==> src/rtl/conf_word_dispatcher_if.sv <==
// Reader-side word stream and PE-side configuration port of the dispatcher.
// master = dispatcher, slave = its environment (reader + PE).
interface conf_word_dispatcher_if #(
    parameter int unsigned ADDR_W = 12
);
    logic [31:0]       din;
    logic              din_valid;
    logic              rnready;
    logic              cfg_valid;
    logic              cfg_ready;
    logic [31:0]       cfg_data;
    logic [ADDR_W-1:0] cfg_addr;
    logic [15:0]       cfg_idx;

    modport master (
        input  din,
        input  din_valid,
        input  cfg_ready,
        output rnready,
        output cfg_valid,
        output cfg_data,
        output cfg_addr,
        output cfg_idx
    );

    modport slave (
        output din,
        output din_valid,
        output cfg_ready,
        input  rnready,
        input  cfg_valid,
        input  cfg_data,
        input  cfg_addr,
        input  cfg_idx
    );
endinterface

==> src/rtl/conf_word_dispatcher.sv <==
// Buffers configuration words, parses block headers and dispatches payload
// words to the addressed PE configuration port.
module conf_word_dispatcher #(
    parameter int unsigned FIFO_DEPTH = 8,
    parameter int unsigned ADDR_W     = 12
) (
    input  logic                   clk,
    input  logic                   reset,
    input  logic                   conf_en,
    output logic                   config_done,
    output logic                   cfg_err,
    conf_word_dispatcher_if.master bus
);
    localparam int unsigned PTR_W = $clog2(FIFO_DEPTH);
    localparam int unsigned CNT_W = PTR_W + 1;
    localparam logic [3:0]  OP_CFG = 4'h1;
    localparam logic [3:0]  OP_END = 4'hF;

    typedef enum logic [1:0] {
        S_HDR  = 2'd0,
        S_PAY  = 2'd1,
        S_DONE = 2'd2,
        S_ERR  = 2'd3
    } state_e;

    typedef struct packed {
        logic [3:0]  op;
        logic [11:0] hi;
        logic [15:0] cnt;
    } hdr_t;

    state_e            state_q, state_d;
    logic [31:0]       mem_q [FIFO_DEPTH];
    logic [PTR_W-1:0]  wr_ptr_q, rd_ptr_q;
    logic [CNT_W-1:0]  count_q, count_d;
    logic [15:0]       remain_q, remain_d;
    logic [15:0]       idx_q, idx_d;
    logic [ADDR_W-1:0] addr_q, addr_d;
    logic              done_q, done_d;
    logic              err_q, err_d;
    logic              rnready_q, rnready_d;

    logic              empty, full;
    logic              push_req, push, pop, overflow;
    logic              cfg_valid_c;
    logic [31:0]       head;
    hdr_t              hdr;
    logic [ADDR_W-1:0] hdr_tgt;
    logic              hdr_is_blk, hdr_is_end;

    assign empty      = (count_q == '0);
    assign full       = (count_q == CNT_W'(FIFO_DEPTH));
    assign head       = mem_q[rd_ptr_q];
    assign hdr        = hdr_t'(head);
    assign hdr_tgt    = head[16 +: ADDR_W];
    assign hdr_is_blk = (hdr.op == OP_CFG) && (hdr.cnt != 16'd0);
    assign hdr_is_end = (hdr.op == OP_END);

    // State register
    always_ff @(posedge clk) begin
        if (reset) begin
            state_q <= S_HDR;
        end else begin
            state_q <= state_d;
        end
    end

    // Next-state logic
    always_comb begin
        state_d = state_q;
        if (!conf_en) begin
            state_d = S_HDR;
        end else begin
            case (state_q)
                S_HDR: begin
                    if (!empty) begin
                        if (hdr_is_blk) begin
                            state_d = S_PAY;
                        end else if (hdr_is_end) begin
                            state_d = S_DONE;
                        end else if (hdr.op != OP_CFG) begin
                            state_d = S_ERR;
                        end
                    end
                end
                S_PAY: begin
                    if (overflow) begin
                        state_d = S_ERR;
                    end else if (pop && (remain_q == 16'd1)) begin
                        state_d = S_HDR;
                    end
                end
                default: state_d = state_q;
            endcase
        end
    end

    // Output / FIFO control logic; DONE and ERR neither push nor pop
    always_comb begin
        cfg_valid_c = 1'b0;
        push_req    = 1'b0;
        pop         = 1'b0;
        case (state_q)
            S_HDR: begin
                push_req = bus.din_valid & conf_en;
                pop      = !empty;
            end
            S_PAY: begin
                cfg_valid_c = !empty;
                push_req    = bus.din_valid & conf_en;
                pop         = cfg_valid_c & bus.cfg_ready;
            end
            default: begin
                cfg_valid_c = 1'b0;
            end
        endcase
        // A simultaneous pop frees the slot, so a full FIFO still accepts
        push     = push_req & (!full | pop);
        overflow = push_req & full & !pop;
    end

    // Block bookkeeping and sticky flags
    always_comb begin
        count_d  = count_q + CNT_W'(push) - CNT_W'(pop);
        remain_d = remain_q;
        idx_d    = idx_q;
        addr_d   = addr_q;
        done_d   = done_q;
        err_d    = err_q;
        if (!conf_en) begin
            count_d = '0;
            idx_d   = 16'd0;
            done_d  = 1'b0;
            err_d   = 1'b0;
        end else begin
            case (state_q)
                S_HDR: begin
                    if (!empty) begin
                        if (hdr_is_blk) begin
                            addr_d   = hdr_tgt;
                            remain_d = hdr.cnt;
                            idx_d    = 16'd0;
                        end else if (hdr_is_end) begin
                            done_d = 1'b1;
                        end else if (hdr.op != OP_CFG) begin
                            err_d = 1'b1;
                        end
                    end
                end
                S_PAY: begin
                    if (pop) begin
                        idx_d    = idx_q + 16'd1;
                        remain_d = remain_q - 16'd1;
                    end
                    if (overflow) begin
                        err_d = 1'b1;
                    end
                end
                default: begin
                    err_d = err_q;
                end
            endcase
        end
        // Two-entry margin covers the reader's one-cycle reaction lag
        rnready_d = conf_en &
                    ((count_d >= CNT_W'(FIFO_DEPTH - 2)) | done_d | err_d);
    end

    always_ff @(posedge clk) begin
        if (reset) begin
            wr_ptr_q  <= '0;
            rd_ptr_q  <= '0;
            count_q   <= '0;
            remain_q  <= 16'd0;
            idx_q     <= 16'd0;
            addr_q    <= '0;
            done_q    <= 1'b0;
            err_q     <= 1'b0;
            rnready_q <= 1'b0;
        end else begin
            if (!conf_en) begin
                wr_ptr_q <= '0;
                rd_ptr_q <= '0;
            end else begin
                if (push) begin
                    wr_ptr_q <= wr_ptr_q + PTR_W'(1);
                end
                if (pop) begin
                    rd_ptr_q <= rd_ptr_q + PTR_W'(1);
                end
            end
            count_q   <= count_d;
            remain_q  <= remain_d;
            idx_q     <= idx_d;
            addr_q    <= addr_d;
            done_q    <= done_d;
            err_q     <= err_d;
            rnready_q <= rnready_d;
        end
    end

    // Storage needs no reset: contents are only read while count_q is non-zero
    always_ff @(posedge clk) begin
        if (push) begin
            mem_q[wr_ptr_q] <= bus.din;
        end
    end

    assign bus.rnready   = rnready_q;
    assign bus.cfg_valid = cfg_valid_c;
    assign bus.cfg_data  = empty ? 32'd0 : head;
    assign bus.cfg_addr  = addr_q;
    assign bus.cfg_idx   = idx_q;
    assign config_done   = done_q;
    assign cfg_err       = err_q;
endmodule
==> src/flat_wrapper.sv <==
// flat-port wrapper written by rule: the top's interface ports become plain ports
module conf_word_dispatcher_flat 
#(
    parameter int unsigned FIFO_DEPTH = 8,
    parameter int unsigned ADDR_W     = 12
)
  (clk, reset, conf_en, config_done, cfg_err, bus_din, bus_din_valid, bus_cfg_ready, bus_rnready, bus_cfg_valid, bus_cfg_data, bus_cfg_addr, bus_cfg_idx);
  conf_word_dispatcher_if #(.ADDR_W(ADDR_W)) bus_i ();
  input  logic clk;
  input  logic reset;
  input  logic conf_en;
  output logic config_done;
  output logic cfg_err;
  input wire logic [$bits(bus_i.din)-1:0] bus_din;
  input wire logic [$bits(bus_i.din_valid)-1:0] bus_din_valid;
  input wire logic [$bits(bus_i.cfg_ready)-1:0] bus_cfg_ready;
  output wire logic [$bits(bus_i.rnready)-1:0] bus_rnready;
  output wire logic [$bits(bus_i.cfg_valid)-1:0] bus_cfg_valid;
  output wire logic [$bits(bus_i.cfg_data)-1:0] bus_cfg_data;
  output wire logic [$bits(bus_i.cfg_addr)-1:0] bus_cfg_addr;
  output wire logic [$bits(bus_i.cfg_idx)-1:0] bus_cfg_idx;
  assign bus_i.din = bus_din;
  assign bus_i.din_valid = bus_din_valid;
  assign bus_i.cfg_ready = bus_cfg_ready;
  assign bus_rnready = bus_i.rnready;
  assign bus_cfg_valid = bus_i.cfg_valid;
  assign bus_cfg_data = bus_i.cfg_data;
  assign bus_cfg_addr = bus_i.cfg_addr;
  assign bus_cfg_idx = bus_i.cfg_idx;
  conf_word_dispatcher #(.FIFO_DEPTH(FIFO_DEPTH), .ADDR_W(ADDR_W)) u_core (.clk(clk), .reset(reset), .conf_en(conf_en), .config_done(config_done), .cfg_err(cfg_err), .bus(bus_i));
endmodule
==> config.mk <==
export PLATFORM = sky130hd
export DESIGN_NAME = conf_word_dispatcher_flat
export DESIGN_NICKNAME = d
export VERILOG_FILES = /design/src/rtl/conf_word_dispatcher_if.sv /design/src/rtl/conf_word_dispatcher.sv /design/src/flat_wrapper.sv
export SDC_FILE = /design/constraint.sdc
export NUM_CORES = 1
export LEC_CHECK = 0
export CAP_MARGIN = 10
export CORE_MARGIN = 5
export CORE_UTILIZATION = 23
export DETAILED_ROUTE_END_ITERATION = 10
export GPL_ROUTABILITY_DRIVEN = 0
export SLEW_MARGIN = 0
export SYNTH_ARGS = -nofsm -noshare
export SYNTH_HDL_FRONTEND = slang
export SYNTH_SLANG_ARGS = --single-unit
==> constraint.sdc <==
create_clock -name clk -period 4.95 [get_ports clk]
set_clock_uncertainty 0.1 [all_clocks]
set_input_delay 0.99 -clock clk [delete_from_list [all_inputs] [get_ports clk]]
set_output_delay 0.99 -clock clk [all_outputs]
set_load 0.005 [all_outputs]
==> results of run 1 <==
cells in the mapped netlist, types with 6 or more instances:
| master | count | area (um^2) |
|---|---|---|
| o31ai_1 | 13 | 97.6 |
| a211oi_2 | 12 | 150 |
| clkbuf_1 | 21 | 78.8 |
| o311ai_0 | 6 | 52.6 |
| nand2b_1 | 8 | 50.1 |
| mux2i_1 | 34 | 340 |
| nor3_1 | 14 | 70.1 |
| nand3_1 | 7 | 35.0 |
| o21ai_0 | 20 | 100 |
| edfxtp_1 | 256 | 7690 |
| ha_1 | 10 | 125 |
| nand2_1 | 31 | 116 |
| mux4_2 | 64 | 1440 |
| a21oi_1 | 32 | 160 |
| or2_2 | 6 | 37.5 |
| inv_1 | 14 | 52.6 |
| nand4_1 | 6 | 37.5 |
| or3_1 | 11 | 68.8 |
| buf_1 | 11 | 41.3 |
| dfxtp_1 | 62 | 1240 |
| buf_6 | 6 | 67.6 |
| nor2_1 | 93 | 349 |
| a31oi_1 | 7 | 43.8 |
cells in the final DEF (no fill, tap or decap), types with 8 or more instances in the layout:
cell             count
buf_12               8
buf_4               12
o31ai_1             13
mux4_2              64
inv_1               14
nor2_1              87
a21oi_1             32
clkbuf_16           34
nor3_1              12
o21ai_0             20
nand2b_1             8
dfxtp_1             59
clkbuf_1            11
clkdlybuf4s50_1    100
edfxtp_1           256
a211oi_2            12
ha_1                10
or3_1               11
nand2_1             31
mux2i_1             34
per-stage QoR:
stage | std cells | area [um^2] | utilization [%] | hold WS (ps)
after CTS | 1699 | 16100 | 28.7 | 383
after detailed placement | 1638 | 15000 | 26.7 | 374
after global routing | 1699 | 16100 | 28.7 | 407
final | 1702 | 16100 | 28.7 | 387
after floorplan | 809 | 13000 | - | 350
after global placement | 1638 | 15000 | 26.7 | 361
tightest hold or removal path, delay by kind of cell, from the launching register on:
family | cells | cell delay [ps]
AO/OA/AOI/OAI | 2 | 140
flip-flops | 1 | 300
registers in the layout, summed over array words and instances (netlist names), named ones only:
register,cells
u_core.rd_ptr_q,3
u_core.bus.cfg_addr,12
u_core.cfg_err,1
u_core.bus.rnready,1
u_core.wr_ptr_q,3
u_core.config_done,1
u_core.count_q,4
u_core.bus.cfg_idx,16
u_core.remain_q,16
u_core.state_q,2
u_core.mem_q,256
power by group:
group | leakage [nW] | switching [mW] | internal (mW)
Clock | 0.536 | 1.05 | 1.46
Combinational | 1.48 | 0.954 | 0.829
Sequential | 2.81 | 0.102 | 2.98
Total | 4.83 | 2.11 | 5.27
worst paths after layout:
| kind | start | endpoint | slack (ps) | cells past startpoint |
|---|---|---|---|---|
| max reg2reg | flip-flop | u_core.bus.cfg_idx[12] | 1060 | 9 |
| min reg2reg | u_core.remain_q[11] | u_core.remain_q[11] | 390 | 2 |
| min | u_core.remain_q[11] | u_core.remain_q[11] | 390 | 2 |
| max | flip-flop | bus_cfg_data[17] | 580 | 5 |
layout make-up:
class,instances,area share (%)
Sequential cell,318,55.5
Clock buffer,45,5.54
Antenna cell,3,0.0466
Tap cell,756,5.88
Clock inverter,16,1.41
Multi-Input combinational cell,429,23.5
Inverter,15,0.350
Timing Repair Buffer,120,7.77
kinds of logic after synthesis:
logic type	count (synthesis)
compound gates	110
xor+xnor	6
fa+ha+maj	11
buf+inv	62
flops	318
mux	98
simple gates	204
layer usage:
| metal | GRT usage (%) | vias to the layer above | share of wire [%] |
|---|---|---|---|
| li1 | - | 3390 | - |
| met1 | 12.4 | 3788 | 42 |
| met2 | 17.0 | 175 | 49 |
| met3 | 2.94 | 47 | 6.4 |
| met4 | 2.73 | 8 | 1.9 |
| met5 | 0 | - | 0.18 |
==> parameters.txt, run 1 <==
Parameter                              Value

Min path
  Min-delay worst type    reg2reg

Synth
  EDFF count, synth    256
  Post-synthesis average cell area    16.0 um^2
  Syn. warnings    0
  Post-synthesis sequential area ratio    68.9%
  Compound-cell area share of the yosys netlist    5.95%
  Post-Syn Instances    809
  Multiplexer share of the synthesized area    13.8%
  Ys flop type    edfxtp_1
  Post-synthesis instance area    13,000 um^2
  Number of distinct library cells after synthesis    50
  Synth Area in Simple Gates    7.53%
  Xor/xnor share of the synthesized area    0.406%
  Synthesized netlist net count    857
  Share of flip-flops with an asynchronous set or reset    0%
  Post-synthesis register bit count    318
  Combinational family with the most area after synthesis    multiplexers
  Post-synthesis adder-cell area fraction    1.12%

Global routing
  Largest net degree at the start of global routing    50
  Overall Global Routing Usage    9.97%
  Number of antenna violations at the first check in global routing    7
  First-pass GRT wire length    47.1 mm
  GRT overflow    0
  Via count of the first global-routing pass    7,508

Die
  Top-Level Pins    101
  Number of core rows    87
  Initial standard-cell utilization of the core    23.1%
  DIE AREA    61,200 um^2
  Die width    247 um
  Core region area    56,100 um^2
  Floorplan die height    247 um

Timing
  Fin. Hold Viols    0
  Max Freq    0.229 GHz
  Unrepaired setup endpoints after global routing    false
  Setup slack of the critical path after layout    577 ps
  Post-layout minimum cycle time    4370 ps
  Post-route clock period utilization    88.3%
  Post-route setup TNS    0 ps
  Relative slew slack    23.5%
  Number of endpoints failing setup at the final stage    0
  Max Transition Viols Final    0
  Pin slew with the least headroom to its limit    1140 ps

Clocking
  Root Driver    clkbuf_16
  Register clock-pin slew on the reported worst setup and hold paths    60 ps
  Clock tree sinks    318
  Clk_lat worst skew    530 ps
  Total clock buffers created by CTS    34
  Setup repair bufs after CTS    0
  Hold buffer count at cts    0
  Clock tree from TritonCTS    yes
  Clock H-tree levels    2
  Maximum count of clock buffers along a single path    3
  Count of cells resized by post-cts repair    0

Routing
  Via count    7,408
  Vias per cell    4.35
  DRC Markers    0
  Number of DRC markers after the initial detailed-route iteration    377
  Remaining number of nets flagged by the antenna check after routing    0
  Final Routed Wirelength    31.1 mm
  Average wire per cell in the routed design    18.2 um
  DR pass1 iterations    5

Finish
  Final net count    966
  Sequential cell area    8930 um^2
  Multi-input gate area    3780 um^2
  Fill cell total of the finished layout    5,545
  Area growth, synth to finish    24.3%
  Layout cells sized above 1    17.4%

Setup path
  Worst path cell trace    buf_12 > mux4_2 > mux2i_1 > nor2_1 > clkdlybuf4s50_1
  CP Data Arrival Time    3280 ps
  Worst path top cell family by delay    multiplexers
  WP data required    3860 ps
  Worst-path cell with the longest stage delay    dfxtp_4
  Startpoint class of the critical path    flip-flop
  Worst-path fanout max    34
  Buffers plus inverters on the worst setup path    2
  Critical Path Sink Type    output pin
  Slowest Stage Delay on Critical Path    700 ps
  Category of the most critical setup path    reg2out

Power
  Standby leakage power    4.83 nW
  PnR Total Power    7.38 mW
  Peak supply drop    0.232 mV
  PwrDens    458 nW/um^2

Flow run
  Number of max-cap violations    0

Place
  Final HPWL from detailed placement    19.9 mm
  Port-buffer cells    100
  Worst slack after detailed placement    1010 ps

Run status
  Run status    finished, final reports clean
No activity file was read; power rests on OpenSTA's default activity.
==> run 2: changes to the inputs <==
- RECOVER_POWER: not set -> 50
- clock period: 4.95 -> 5.46 ns (I/O delays scaled with it)
==> run 2 against run 1 <==
Final area is 0.81% lower. Via count down 0.66%. Critical path depth unchanged. Sequential share of layout area is 0.45 points higher. Final cell count did not move. First-iteration DRC count up 17%. Combinational power down 11%. Flip-flop and latch count unchanged. Critical path type unchanged. Largest power group unchanged. Highest routed layer unchanged.
==> parameters.txt, run 2 (synthesis gave the netlist of run 1 again) <==
Parameter                              Value

Flow run
  Number of max-cap violations    0

Global routing
  GRT overflow    0
  Largest net degree at the start of global routing    38
  First-pass GRT wire length    46.8 mm
  Number of antenna violations at the first check in global routing    8
  Overall Global Routing Usage    9.90%
  Via count of the first global-routing pass    7,472

Timing
  Unrepaired setup endpoints after global routing    false
  Pin slew with the least headroom to its limit    1100 ps
  Fin. Hold Viols    0
  Post-layout minimum cycle time    4470 ps
  Max Freq    0.224 GHz
  Max Transition Viols Final    0
  Post-route setup TNS    0 ps
  Post-route clock period utilization    81.8%
  Relative slew slack    26.0%
  Number of endpoints failing setup at the final stage    0

Routing
  Met2 Routed Length    14.9 mm
  DR pass1 iterations    4
  Remaining number of nets flagged by the antenna check after routing    0
  Met3 routed wirelength    1.96 mm
  M1 WL    13.4 mm
  Vias per cell    4.32
  DRC Markers    0
  Via count    7,359
  Number of DRC markers after the initial detailed-route iteration    442
  Top sig layer    met5
  Average wire per cell in the routed design    18.2 um
  Final Routed Wirelength    31.1 mm

Place
  Final HPWL from detailed placement    20.3 mm
  Port-buffer cells    100

Clocking
  Hold buffer count at cts    0
  Setup repair bufs after CTS    0
  Clock tree from TritonCTS    yes
  Total clock buffers created by CTS    34
  Maximum count of clock buffers along a single path    3
  Clock H-tree levels    2
  Count of cells resized by post-cts repair    0
  Clk_lat worst skew    510 ps
  Register clock-pin slew on the reported worst setup and hold paths    60 ps
  Clock tree sinks    318
  Root Driver    clkbuf_16

Setup path
  WP data required    4270 ps
  CP Data Arrival Time    3280 ps
  Startpoint class of the critical path    flip-flop
  Critical Path Sink Type    output pin
  Buffers plus inverters on the worst setup path    2
  Critical path depth    5
  Worst-path fanout max    30
  Cells on worst reg2reg path    9
  Worst path cell trace    buf_12 > mux4_2 > mux2i_1 > nor2_1 > clkdlybuf4s50_1
  Worst-path cell with the longest stage delay    dfxtp_4
  Worst path top cell family by delay    multiplexers
  Slowest Stage Delay on Critical Path    770 ps
  Category of the most critical setup path    reg2out
  Slack of the worst reg-to-reg path    1320 ps

Power
  Peak supply drop    0.193 mV
  Sequential Power Share    42.2%
  Standby leakage power    4.93 nW
  Switching Power    1.86 mW
  Combinational group share of total power    24.0%
  PnR Total Power    6.63 mW
  PwrDens    415 nW/um^2
  Switch share    28.0%
  Internal Power    4.77 mW
  Portion of total power attributed to the clock network    33.8%

Die
  DIE AREA    61,200 um^2
  Initial standard-cell utilization of the core    23.1%
  Top-Level Pins    101
  Number of core rows    87
  Core region area    56,100 um^2
  Floorplan die height    247 um
  Die width    247 um

Run status
  Run status    finished, final reports clean

Finish
  Area growth, synth to finish    23.3%
  Layout cells sized above 1    17.4%
  Commonest cells after routing, fill and taps aside    edfxtp_1 (256), nor2_1 (89), dlygate4sd3_1 (65)
  Final net count    968
  Commonest non-fill, non-tap cell in the layout    edfxtp_1
  Number of flip-flops under the largest register name    256
  Reg with most FFs    u_core.mem_q

Min path
  Critical hold path startpoint    u_core.rd_ptr_q[1]
  Min-delay worst type    reg2reg
  Hold path depth    2
[run 2: changes by cell type in the layout (fill, tap and decap cells not counted), moves of 2 or more]
| cell | delta |
|---|---|
| nor2_4 | -2 |
| nor2_1 | +2 |
| dlygate4sd3_1 | +65 |
| buf_4 | +9 |
| clkbuf_1 | -4 |
| clkinv_16 | -2 |
| buf_12 | -7 |
| clkdlybuf4s50_1 | -65 |
| clkinv_1 | +3 |
[run 2: path summary, 6_finish.rpt]
kind / to
worst max-delay path: bus_cfg_data[17]
worst min-delay path: flip-flop
worst max register to register: u_core.bus.cfg_idx[1]
worst min register to register: flip-flop
[run 2: final cells by class]
class,instances,area (um^2)
repair buffers,122,1180
flip-flops and latches,318,8930
inverters,15,56.3
well taps,756,946
clock buffers,43,916
fillers,5526,40100
diodes,2,5.00
clock inverters,17,163
multi-input cells,429,3770
[run 2: metrics by stage]
stage,hold slack (ps),instance area [um^2],util [%],cells,setup slack (ps)
6_report,385,16000,28.5,1702,992
5_1_grt,423,16000,28.5,1700,777
4_1_cts,388,16000,28.5,1700,887
3_5_place_dp,373,14900,26.6,1640,1040
3_3_place_gp,364,14900,26.6,1640,1040
2_1_floorplan,350,13000,-,809,746
[run 2: worst register-to-register path, stage by stage, from the launching register on]
cell and delay [ps]:
dfxtp_2 910, buf_4 370, mux4_2 340, mux2i_1 460
nand4_1 170, or4_4 600, a21oi_4 380, buf_4 410
mux2i_1 230, nor2_1 50
[run 2: routing by layer]
| layer | track usage [%] | vias up |
|---|---|---|
| met5 | 0 | - |
| met1 | 12.8 | 3694 |
| met2 | 16.4 | 201 |
| met3 | 2.66 | 57 |
| li1 | - | 3395 |
| met4 | 2.79 | 12 |
[run 2: power by group through the flow]
stage,clock network [mW],registers (mW),logic [mW]
after floorplan,0,2.78,1.04
after global placement,0,2.85,1.60
after global routing,2.41,2.82,1.73
after CTS,2.31,2.81,1.62
after detailed placement,0,2.86,1.61
final,2.24,2.80,1.59
